### src/rtl/regfile_param_if.sv
// regfile_param_if: write, read, dirty and dump signals of the parametrised register file
interface regfile_param_if #(
  parameter int DATA_W = 8,
  parameter int ADDR_W = 3
);
  localparam int DEPTH = 2**ADDR_W;
  logic              wr_en;
  logic [ADDR_W-1:0] wr_addr;
  logic [DATA_W-1:0] wr_data;
  logic [ADDR_W-1:0] rd_addr_1;
  logic [DATA_W-1:0] rd_data_1;
  logic [ADDR_W-1:0] rd_addr_2;
  logic [DATA_W-1:0] rd_data_2;
  logic [DEPTH-1:0]  dirty;
  logic              dump_start;
  logic              dump_ready;
  logic              dump_valid;
  logic [ADDR_W-1:0] dump_addr;
  logic [DATA_W-1:0] dump_data;
  logic              dump_last;
  logic              dump_busy;
  modport master (
    output wr_en, wr_addr, wr_data, rd_addr_1, rd_addr_2, dump_start, dump_ready,
    input  rd_data_1, rd_data_2, dirty, dump_valid, dump_addr, dump_data, dump_last, dump_busy
  );
  modport slave (
    input  wr_en, wr_addr, wr_data, rd_addr_1, rd_addr_2, dump_start, dump_ready,
    output rd_data_1, rd_data_2, dirty, dump_valid, dump_addr, dump_data, dump_last, dump_busy
  );
endinterface

### src/rtl/regfile_param.sv
// regfile_param: 2R1W register file with optional zero register, bypass, dirty flags and dump engine
module regfile_param #(
  parameter int DATA_W = 8,
  parameter int ADDR_W = 3,
  parameter int ZERO_REG = 1,
  parameter int BYPASS = 1,
  parameter logic [(2**ADDR_W)*DATA_W-1:0] RESET_VEC = '0
) (
  input logic clk,
  input logic rst,
  regfile_param_if.slave bus
);
  localparam int DEPTH = 2**ADDR_W;
  localparam logic [ADDR_W-1:0] LAST = ADDR_W'(DEPTH-1);
  typedef enum logic {IDLE, RUN} state_t;
  logic [DATA_W-1:0] mem [DEPTH];
  logic [DEPTH-1:0]  dirty_q;
  logic              we_ok;
  state_t            state, state_n;
  logic [ADDR_W-1:0] idx, idx_n;
  logic [DATA_W-1:0] data_q, data_n;
  assign we_ok = bus.wr_en && !(ZERO_REG != 0 && bus.wr_addr == '0);
  assign bus.rd_data_1 = (ZERO_REG != 0 && bus.rd_addr_1 == '0) ? '0 :
                         (BYPASS != 0 && bus.wr_en && bus.wr_addr == bus.rd_addr_1) ? bus.wr_data :
                         mem[bus.rd_addr_1];
  assign bus.rd_data_2 = (ZERO_REG != 0 && bus.rd_addr_2 == '0) ? '0 :
                         (BYPASS != 0 && bus.wr_en && bus.wr_addr == bus.rd_addr_2) ? bus.wr_data :
                         mem[bus.rd_addr_2];
  assign bus.dirty      = dirty_q;
  assign bus.dump_valid = state == RUN;
  assign bus.dump_busy  = state == RUN;
  assign bus.dump_addr  = idx;
  assign bus.dump_data  = data_q;
  assign bus.dump_last  = state == RUN && idx == LAST;
  // register array and dirty flags; register 0 stays zero when hardwired
  always_ff @(posedge clk or negedge rst)
    if (!rst) begin
      for (int i = 0; i < DEPTH; i++)
        mem[i] <= (ZERO_REG != 0 && i == 0) ? '0 : RESET_VEC[i*DATA_W +: DATA_W];
      dirty_q <= '0;
    end else if (we_ok) begin
      mem[bus.wr_addr]     <= bus.wr_data;
      dirty_q[bus.wr_addr] <= 1'b1;
    end
  // dump engine state and current beat
  always_ff @(posedge clk or negedge rst)
    if (!rst) begin
      state  <= IDLE;
      idx    <= '0;
      data_q <= '0;
    end else begin
      state  <= state_n;
      idx    <= idx_n;
      data_q <= data_n;
    end
  // next beat is sampled from the array without bypass, so same-edge writes show up only in later beats
  always_comb begin
    state_n = state;
    idx_n   = idx;
    data_n  = data_q;
    if (state == IDLE && bus.dump_start) begin
      state_n = RUN;
      idx_n   = '0;
      data_n  = mem[0];
    end else if (state == RUN && bus.dump_ready) begin
      state_n = (idx == LAST) ? IDLE : RUN;
      idx_n   = (idx == LAST) ? '0 : idx + 1'b1;
      data_n  = (idx == LAST) ? '0 : mem[idx + 1'b1];
    end
  end
endmodule

### src/flat_wrapper.sv
// flat-port wrapper written by rule: the top's interface ports become plain ports
module regfile_param_flat 
#(
  parameter int DATA_W = 8,
  parameter int ADDR_W = 3,
  parameter int ZERO_REG = 1,
  parameter int BYPASS = 1,
  parameter logic [(2**ADDR_W)*DATA_W-1:0] RESET_VEC = '0
)
  (clk, rst, bus_wr_en, bus_wr_addr, bus_wr_data, bus_rd_addr_1, bus_rd_addr_2, bus_dump_start, bus_dump_ready, bus_rd_data_1, bus_rd_data_2, bus_dirty, bus_dump_valid, bus_dump_addr, bus_dump_data, bus_dump_last, bus_dump_busy);
  regfile_param_if #(.DATA_W(DATA_W), .ADDR_W(ADDR_W)) bus_i ();
  input logic clk;
  input logic rst;
  input wire logic [$bits(bus_i.wr_en)-1:0] bus_wr_en;
  input wire logic [$bits(bus_i.wr_addr)-1:0] bus_wr_addr;
  input wire logic [$bits(bus_i.wr_data)-1:0] bus_wr_data;
  input wire logic [$bits(bus_i.rd_addr_1)-1:0] bus_rd_addr_1;
  input wire logic [$bits(bus_i.rd_addr_2)-1:0] bus_rd_addr_2;
  input wire logic [$bits(bus_i.dump_start)-1:0] bus_dump_start;
  input wire logic [$bits(bus_i.dump_ready)-1:0] bus_dump_ready;
  output wire logic [$bits(bus_i.rd_data_1)-1:0] bus_rd_data_1;
  output wire logic [$bits(bus_i.rd_data_2)-1:0] bus_rd_data_2;
  output wire logic [$bits(bus_i.dirty)-1:0] bus_dirty;
  output wire logic [$bits(bus_i.dump_valid)-1:0] bus_dump_valid;
  output wire logic [$bits(bus_i.dump_addr)-1:0] bus_dump_addr;
  output wire logic [$bits(bus_i.dump_data)-1:0] bus_dump_data;
  output wire logic [$bits(bus_i.dump_last)-1:0] bus_dump_last;
  output wire logic [$bits(bus_i.dump_busy)-1:0] bus_dump_busy;
  assign bus_i.wr_en = bus_wr_en;
  assign bus_i.wr_addr = bus_wr_addr;
  assign bus_i.wr_data = bus_wr_data;
  assign bus_i.rd_addr_1 = bus_rd_addr_1;
  assign bus_i.rd_addr_2 = bus_rd_addr_2;
  assign bus_i.dump_start = bus_dump_start;
  assign bus_i.dump_ready = bus_dump_ready;
  assign bus_rd_data_1 = bus_i.rd_data_1;
  assign bus_rd_data_2 = bus_i.rd_data_2;
  assign bus_dirty = bus_i.dirty;
  assign bus_dump_valid = bus_i.dump_valid;
  assign bus_dump_addr = bus_i.dump_addr;
  assign bus_dump_data = bus_i.dump_data;
  assign bus_dump_last = bus_i.dump_last;
  assign bus_dump_busy = bus_i.dump_busy;
  regfile_param #(.DATA_W(DATA_W), .ADDR_W(ADDR_W), .ZERO_REG(ZERO_REG), .BYPASS(BYPASS), .RESET_VEC(RESET_VEC)) u_core (.clk(clk), .rst(rst), .bus(bus_i));
endmodule
### config.mk
export PLATFORM = sky130hd
export DESIGN_NAME = regfile_param_flat
export DESIGN_NICKNAME = d
export VERILOG_FILES = /design/src/rtl/regfile_param_if.sv /design/src/rtl/regfile_param.sv /design/src/flat_wrapper.sv
export SDC_FILE = /design/constraint.sdc
export NUM_CORES = 1
export LEC_CHECK = 0
export ABC_AREA = 1
export CAP_MARGIN = 20
export CORE_MARGIN = 1
export CORE_UTILIZATION = 50
export DETAILED_ROUTE_END_ITERATION = 8
export PLACE_DENSITY_LB_ADDON = 0.1
export SYNTH_ARGS = -nofsm -noshare
export SYNTH_HDL_FRONTEND = slang
export SYNTH_SLANG_ARGS = --single-unit
### constraint.sdc
create_clock -name clk -period 1.6 [get_ports clk]
set_input_delay 0.24 -clock clk [delete_from_list [all_inputs] [get_ports clk]]
set_output_delay 0.24 -clock clk [all_outputs]
set_load 0.01 [all_outputs]
==> metrics.md, run 1 <==
| Metric | Value |
|---|---|
| Place WS | -0.800 ns |
| I/O pins | 60 |
| Final std cells w/o fill | approximately 1200 |
| Core area | just over 10000 µm² |
| Crit Path Class | reg2out |
| Filler Cells Inserted | 849 |
| Top routing layer in use | met4 |
| Crit path arrival time | 1.54 ns |
| Routed WL per cell | approximately 18 µm |
| DR vias | 6512 |
| Final HPWL DP | 14.4 mm |
| Initial antenna violation count | 0 |
| CTS tree | built |
| Final worst setup slack | -0.176 ns |
| Worst EP required | 1.36 ns |
| Clk buf depth | 2 |
| Netlist cell types | 21 |
| Design area | 7760 µm² |
| Yosys warns | 0 |
| Reg power frac | 30.7% |
| Maximum fanout along the worst path | 3 |
| RSZ-0062 raised after global routing | yes |
| Final Power | 9.74 mW |
| Worst setup SP type | flip-flop |
| Max Slew Vio Count | 0 |
| Post-layout util | 74.8% |
| Switching pwr | 4.12 mW |
| Peak VDD IR | 0.00114 V |
| Port Buffers | 59 |
| M1 wire length | between 8 and 9 mm |
| Setup violators final | 17 |
| Hold Path Class | in2async |
| Layout cells sized above 1 | 29.0% |
| Initial Util | 51.8% |
| Final nets | 1048 |
| Run status | finished, violations left |
| Root Driver | clkbuf_8 |
| Die height | between 100 and 150 µm |
| Clock Sinks | 84 |
| Pre-Repair DR Iteration Count | 7 |
| Pleak | between 4 and 5 nW |
| Largest net degree at the start of global routing | 36 |
| Syn Area/Cell | 6.34 µm² |
| Crit share post-route | 111% |
| Area of the mapped netlist | 5380 µm² |
| Placed Cells | 1097 |
| Clock power share | between 10% and 20% |
| Power per cell area | 1250 nW/µm² |
| Vias in the first global route | around 6100 |
| Post-route minimum period | roughly 1.8 ns |
| Synthesized instance count | 848 |
| Critical path endpoint category | primary output |
| Total CTS buffers | 9 |
| Fin Hold WS | 0.361 ns |
| Ant. Diodes | 0 |
| DRT antenna net count | 0 |
| Max-slew headroom | between 60% and 70% |
| First-pass GRT wire length | 32.0 mm |
| Grt total ovfl | 0 |
| Synth Register Bits | 84 |
| Drt first-iter violations | between 600 and 700 |
| Final Hold Viols | 0 |
| Maxcap violations | 0 |
| Least-Margin Pin Slew | around 0.48 ns |
| Post-synthesis sequential area ratio | 39.1% |
| Synthesized Nets | 872 |
| Area Growth Syn to Fin | 44.3% |
| Final setup skew | 0.00893 ns |
| Die area | 11200 µm² |
| Placer Congestion | 1.01 |
| Int Pwr | ~5.6 mW |
| FP Rows | 37 |
| Violated checks | negative setup slack |
| Post-Route WL | approximately 21 mm |
| Metal3 WL | 2.00 mm |
| Clk_lat worst skew | 0.36 ns |
| Setup TNS | -1.55 ns |
| Peak Freq | ~560 MHz |
| Combinational power share | a little over half |
| Met2 Routed Length | 9.11 mm |
| Total GRT Usage | between 30% and 40% |
| Post-DP Area | 6880 µm² |
| Htree depth | 3 |
| Sw Ratio | 42.3% |
| Vias/cell | 5.59 |
| DRC viols | 0 |
| Width of the die | 106 µm |
| Reg clk slew, reported paths | 0.10 ns |
[layout make-up]
type / instances / area [µm²] / area share [%]
clock buffers: 9 / 124 / 1.60
clock inverters: 7 / 82.6 / 1.06
multi-input cells: 642 / 3050 / 39.2
repair buffers: 218 / 1960 / 25.2
well taps: 136 / 170 / 2.19
flip-flops and latches: 84 / 2110 / 27.2
inverters: 69 / 265 / 3.42
[synthesized netlist by cell type (all sizes together)]
cell type / number / area (µm²)
nand2: 332 / 1250
or2: 1 / 6.26
nor3: 1 / 16.3
dfrtp: 84 / 2100
o21ai: 78 / 390
a21oi: 2 / 10.0
buf: 29 / 153
ha: 2 / 25.0
clkinv: 2 / 7.51
nand3: 141 / 711
nor2: 82 / 338
o211ai: 2 / 15.0
a32o: 1 / 10.0
inv: 67 / 251
clkbuf: 24 / 90.1
[cell usage in the layout (no fill, tap or decap), drive strengths merged]
master / netlist / final
a32o: 1 / 1
nor3: 1 / 1
clkinv: 2 / 2
nand3: 141 / 141
clkinvlp: 0 / 2
clkdlybuf4s50: 0 / 28
nand2: 332 / 332
dlygate4sd3: 0 / 1
bufbuf: 0 / 1
bufinv: 0 / 1
nor2: 82 / 82
dlygate4sd2: 0 / 5
o21ai: 78 / 78
buf: 29 / 177
clkbuf: 24 / 10
clkdlybuf4s15: 0 / 4
dfrtp: 84 / 84
o211ai: 2 / 2
ha: 2 / 2
dlymetal6s2s: 0 / 1
inv: 67 / 71
a21oi: 2 / 2
or2: 1 / 1
[registers in the layout, indices dropped and copies added (netlist names)]
| name | count |
|---|---|
| u_core.bus.dirty | 8 |
| u_core.bus.dump_addr | 3 |
| u_core.bus.dump_busy | 1 |
| u_core.bus.dump_data | 8 |
| u_core.mem | 64 |
[worst max-delay path, cell delays in order (launching register included)]
cell	delay [ns]
dfrtp_1	0.42
buf_6	0.13
nand2_2	0.06
nand3_2	0.07
nand3_2	0.07
nand2_1	0.05
nor2_1	0.15
nor2_2	0.07
buf_2	0.14
[power by group through the flow]
stage,Clock (mW),Combinational (mW),Sequential (mW)
3_5_place_dp,0,4.35,2.99
6_report,1.67,5.07,2.99
3_3_place_gp,0,4.25,2.97
5_1_grt,1.72,5.52,3.03
4_1_cts,1.65,4.82,2.95
2_1_floorplan,0,2.36,2.92
[routing by layer]
layer	up-vias	track usage, %
li1	3030	-
met1	3040	52.1
met2	379	56.8
met3	63	6.37
met4	0	18.9
met5	-	0
[path summary, 6_finish.rpt]
check,start,end,slack (ns),cells after the start
worst max-delay path,u_core.mem[21]$_DFFE_PN0P_,bus_rd_data_2[5],-0.18,8
worst min register to register,u_core.bus.dirty[0]$_DFFE_PN0P_,u_core.bus.dirty[0]$_DFFE_PN0P_,0.39,0
worst min-delay path,rst,u_core.bus.dump_data[2]$_DFFE_PN0P_,0.36,2
max in group asynchronous,rst,u_core.mem[20]$_DFFE_PN0P_,0.64,3
worst max register to register,u_core.bus.dump_addr[0]$_DFFE_PN0P_,u_core.bus.dump_data[1]$_DFFE_PN0P_,0.05,8
min in group clk,u_core.bus.dirty[0]$_DFFE_PN0P_,u_core.bus.dirty[0]$_DFFE_PN0P_,0.39,0
[cell families (layout without fill, tap and decap cells)]
logic type      Yosys count  count (layout)  share of synthesized area [%]
simple gates            557             557                           43.2
buf+inv                 122             303                           9.33
flops                    84              84                           39.1
compound gates           83              83                           7.91
fa+ha+maj                 2               2                          0.465
[timing repair]
| item | CTS | global route |
|---|---|---|
| setup endpoints to repair | 22 | 20 |
| hold endpoints to repair | 32 | 0 |
| hold buffers | 1 | 0 |
| resized for setup | 154 | 46 |
| cloned | 1 | 0 |
| pin swaps | 74 | 46 |
| buffers inserted | 39 | 11 |
Note: power is estimated with default switching activity, not from simulation.
==> run 2: changes to the inputs <==
CORE_UTILIZATION = 52   (was 50)
==> run 2 against run 1 <==
  * The run still ends with negative setup slack left
  * Highest routed layer unchanged
  * Die area decreased by 3.8%
  * Largest cell class unchanged
  * Design area fell by 1.5%
  * Non-clock buffer count is 16 lower
  * Critical path type unchanged
==> metrics.md, run 2 (synthesis results as in run 1) <==
| Metric | Value |
|---|---|
| Final nets | approximately 1000 |
| Hold Path Class | in2async |
| Largest net degree at the start of global routing | between 80 and 90 |
| Grt total ovfl | 0 |
| Metal3 WL | 2.39 mm |
| Vias in the first global route | 6047 |
| Final HPWL DP | 13.8 mm |
| Worst EP required | 1.36 ns |
| I/O pins | 60 |
| Crit Path Class | reg2out |
| Area Growth Syn to Fin | 42.1% |
| Final worst setup slack | -0.201 ns |
| R2R cell count | 8 |
| CTS tree | built |
| Setup violators final | 17 |
| Fin Hold WS | 0.387 ns |
| Most common cell after layout, fill and taps aside | nand2_1 |
| Largest stage delay on the critical path | 0.46 ns |
| RSZ-0062 raised after global routing | yes |
| Reg clk slew, reported paths | 0.10 ns |
| Pleak | 3.95 nW |
| Final Hold Viols | 0 |
| Worst setup SP type | flip-flop |
| Layout cells sized above 1 | 27.5% |
| Most flops, register | u_core.mem |
| Maximum fanout along the worst path | 4 |
| Initial antenna violation count | 0 |
| First-pass GRT wire length | between 30 and 40 mm |
| Clock Sinks | 84 |
| Vias/cell | 5.75 |
| Clk_lat worst skew | 0.39 ns |
| Total CTS buffers | 9 |
| Max-slew headroom | 63.0% |
| Pre-Repair DR Iteration Count | 6 |
| Peak Freq | 555 MHz |
| Run status | finished, violations left |
| Max Slew Vio Count | 0 |
| Crit path arrival time | about 1.6 ns |
| Crit share post-route | 113% |
| Worst path cell trace | nand2_1, nand3_1, nand3_1, nand2_1, nor2_1, nor2_1, buf_2 |
| R2r startpoint | u_core.bus.dump_addr[0]$_DFFE_PN0P_ |
| DRT antenna net count | 0 |
| Placer Congestion | 0.960 |
| Bufs and invs on worst path | 1 |
| Reg2Reg Setup Slack | 0.07 ns |
| Final setup skew | 0.0127 ns |
| Ant. Diodes | 0 |
| Total GRT Usage | 38.1% |
| Width of the die | 104 µm |
| Post-Route WL | 20.5 mm |
| Routed WL per cell | 17.9 µm |
| M1 wire length | 8.13 mm |
| Post-route minimum period | 1.80 ns |
| Power per cell area | 1280 nW/µm² |
| Die height | between 100 and 150 µm |
| Top routing layer in use | met4 |
| Worst-path cell with the longest stage delay | dfrtp_1 |
| Htree depth | 3 |
| Initial Util | 54.3% |
| Critical R2R Capture | u_core.bus.dump_data[1]$_DFFE_PN0P_ |
| CP top delay family | simple AND/OR/NAND/NOR gates |
| Die area | roughly 11000 µm² |
| Max FFs per register | 64 |
| Place WS | -0.789 ns |
| Maxcap violations | 0 |
| Met2 Routed Length | 9.04 mm |
| Critical path endpoint category | primary output |
| Filler Cells Inserted | 757 |
| FP Rows | 36 |
| Root Driver | clkbuf_8 |
| Drt first-iter violations | approximately 720 |
| Port Buffers | 59 |
| Final Power | 9.76 mW |
| Peak VDD IR | 0.00122 V |
| Core area | between 9000 and 10000 µm² |
| DRC viols | 0 |
| Violated checks | negative setup slack |
| Least-Margin Pin Slew | 0.554 ns |
| WP depth | 7 |
| Clk buf depth | 2 |
| Most frequent cells in the layout | nand2_1 (305), nand3_1 (125), buf_4 (114), o21ai_0 (75), dfrtp_1 (67) |
| DR vias | 6588 |
[run 2: worst max path at each step]
stage                                              startpoint                                   to
final                              u_core.mem[21]$_DFFE_PN0P_                     bus_rd_data_1[5]
after global placement                         bus_wr_addr[2]                     bus_rd_data_2[6]
after CTS                          u_core.mem[40]$_DFFE_PN0P_                     bus_rd_data_1[0]
after global routing               u_core.mem[48]$_DFFE_PN0P_                     bus_rd_data_1[0]
after detailed placement                     bus_rd_addr_1[0]                     bus_rd_data_1[0]
after floorplan           u_core.bus.dump_addr[0]$_DFFE_PN0P_  u_core.bus.dump_data[0]$_DFFE_PN0P_
[run 2: per-stage QoR]
step	instance area (µm²)	cells	setup TNS, ns	utilization, %
2_1_floorplan	5380	848	0	-
3_3_place_gp	6670	1071	-16.48	67.3
3_5_place_dp	6670	1071	-18.13	67.3
4_1_cts	7340	1127	-1.39	74.1
5_1_grt	7640	1146	-2.87	77.1
6_report	7640	1146	-2.16	77.1
[run 2: where the power goes]
part	switching [mW]	leakage [nW]	internal [mW]	total, mW
Sequential	0.484	1.01	2.55	3.03
Clock	0.920	0.113	0.907	1.83
Combinational	2.64	2.82	2.27	4.90
Total	4.04	3.95	5.72	9.76
[run 2: metal layers]
metal  track usage, %  vias to the layer above
met5                0                        -
met4             22.1                        0
met3             6.99                       72
met2             56.0                      447
met1             52.8                     3069
li1                 -                     3000
[run 2: layout make-up]
type	instances	area (µm²)	area share (%)
timing repair buffer	202	1850	24.2
clock buffer	9	124	1.62
multi-input combinational	642	3010	39.4
clock inverter	7	105	1.38
inverter	69	263	3.44
sequential	84	2120	27.8
tap	133	166	2.18
[run 2: tightest hold or removal path, cell delays in order]
cell and delay (ns):
dlygate4sd3_1 0.52, buf_4 0.11, buf_12 0.34
[run 2: timing repair]
| action | CTS | global route |
|---|---|---|
| hold endpoints to repair | 84 | 0 |
| setup endpoints to repair | 22 | 20 |
| hold buffers | 1 | 0 |
| setup buffers | 35 | 19 |
| pin swaps | 35 | 48 |
| gates cloned | 4 | 0 |
| gates resized for setup | 145 | 58 |
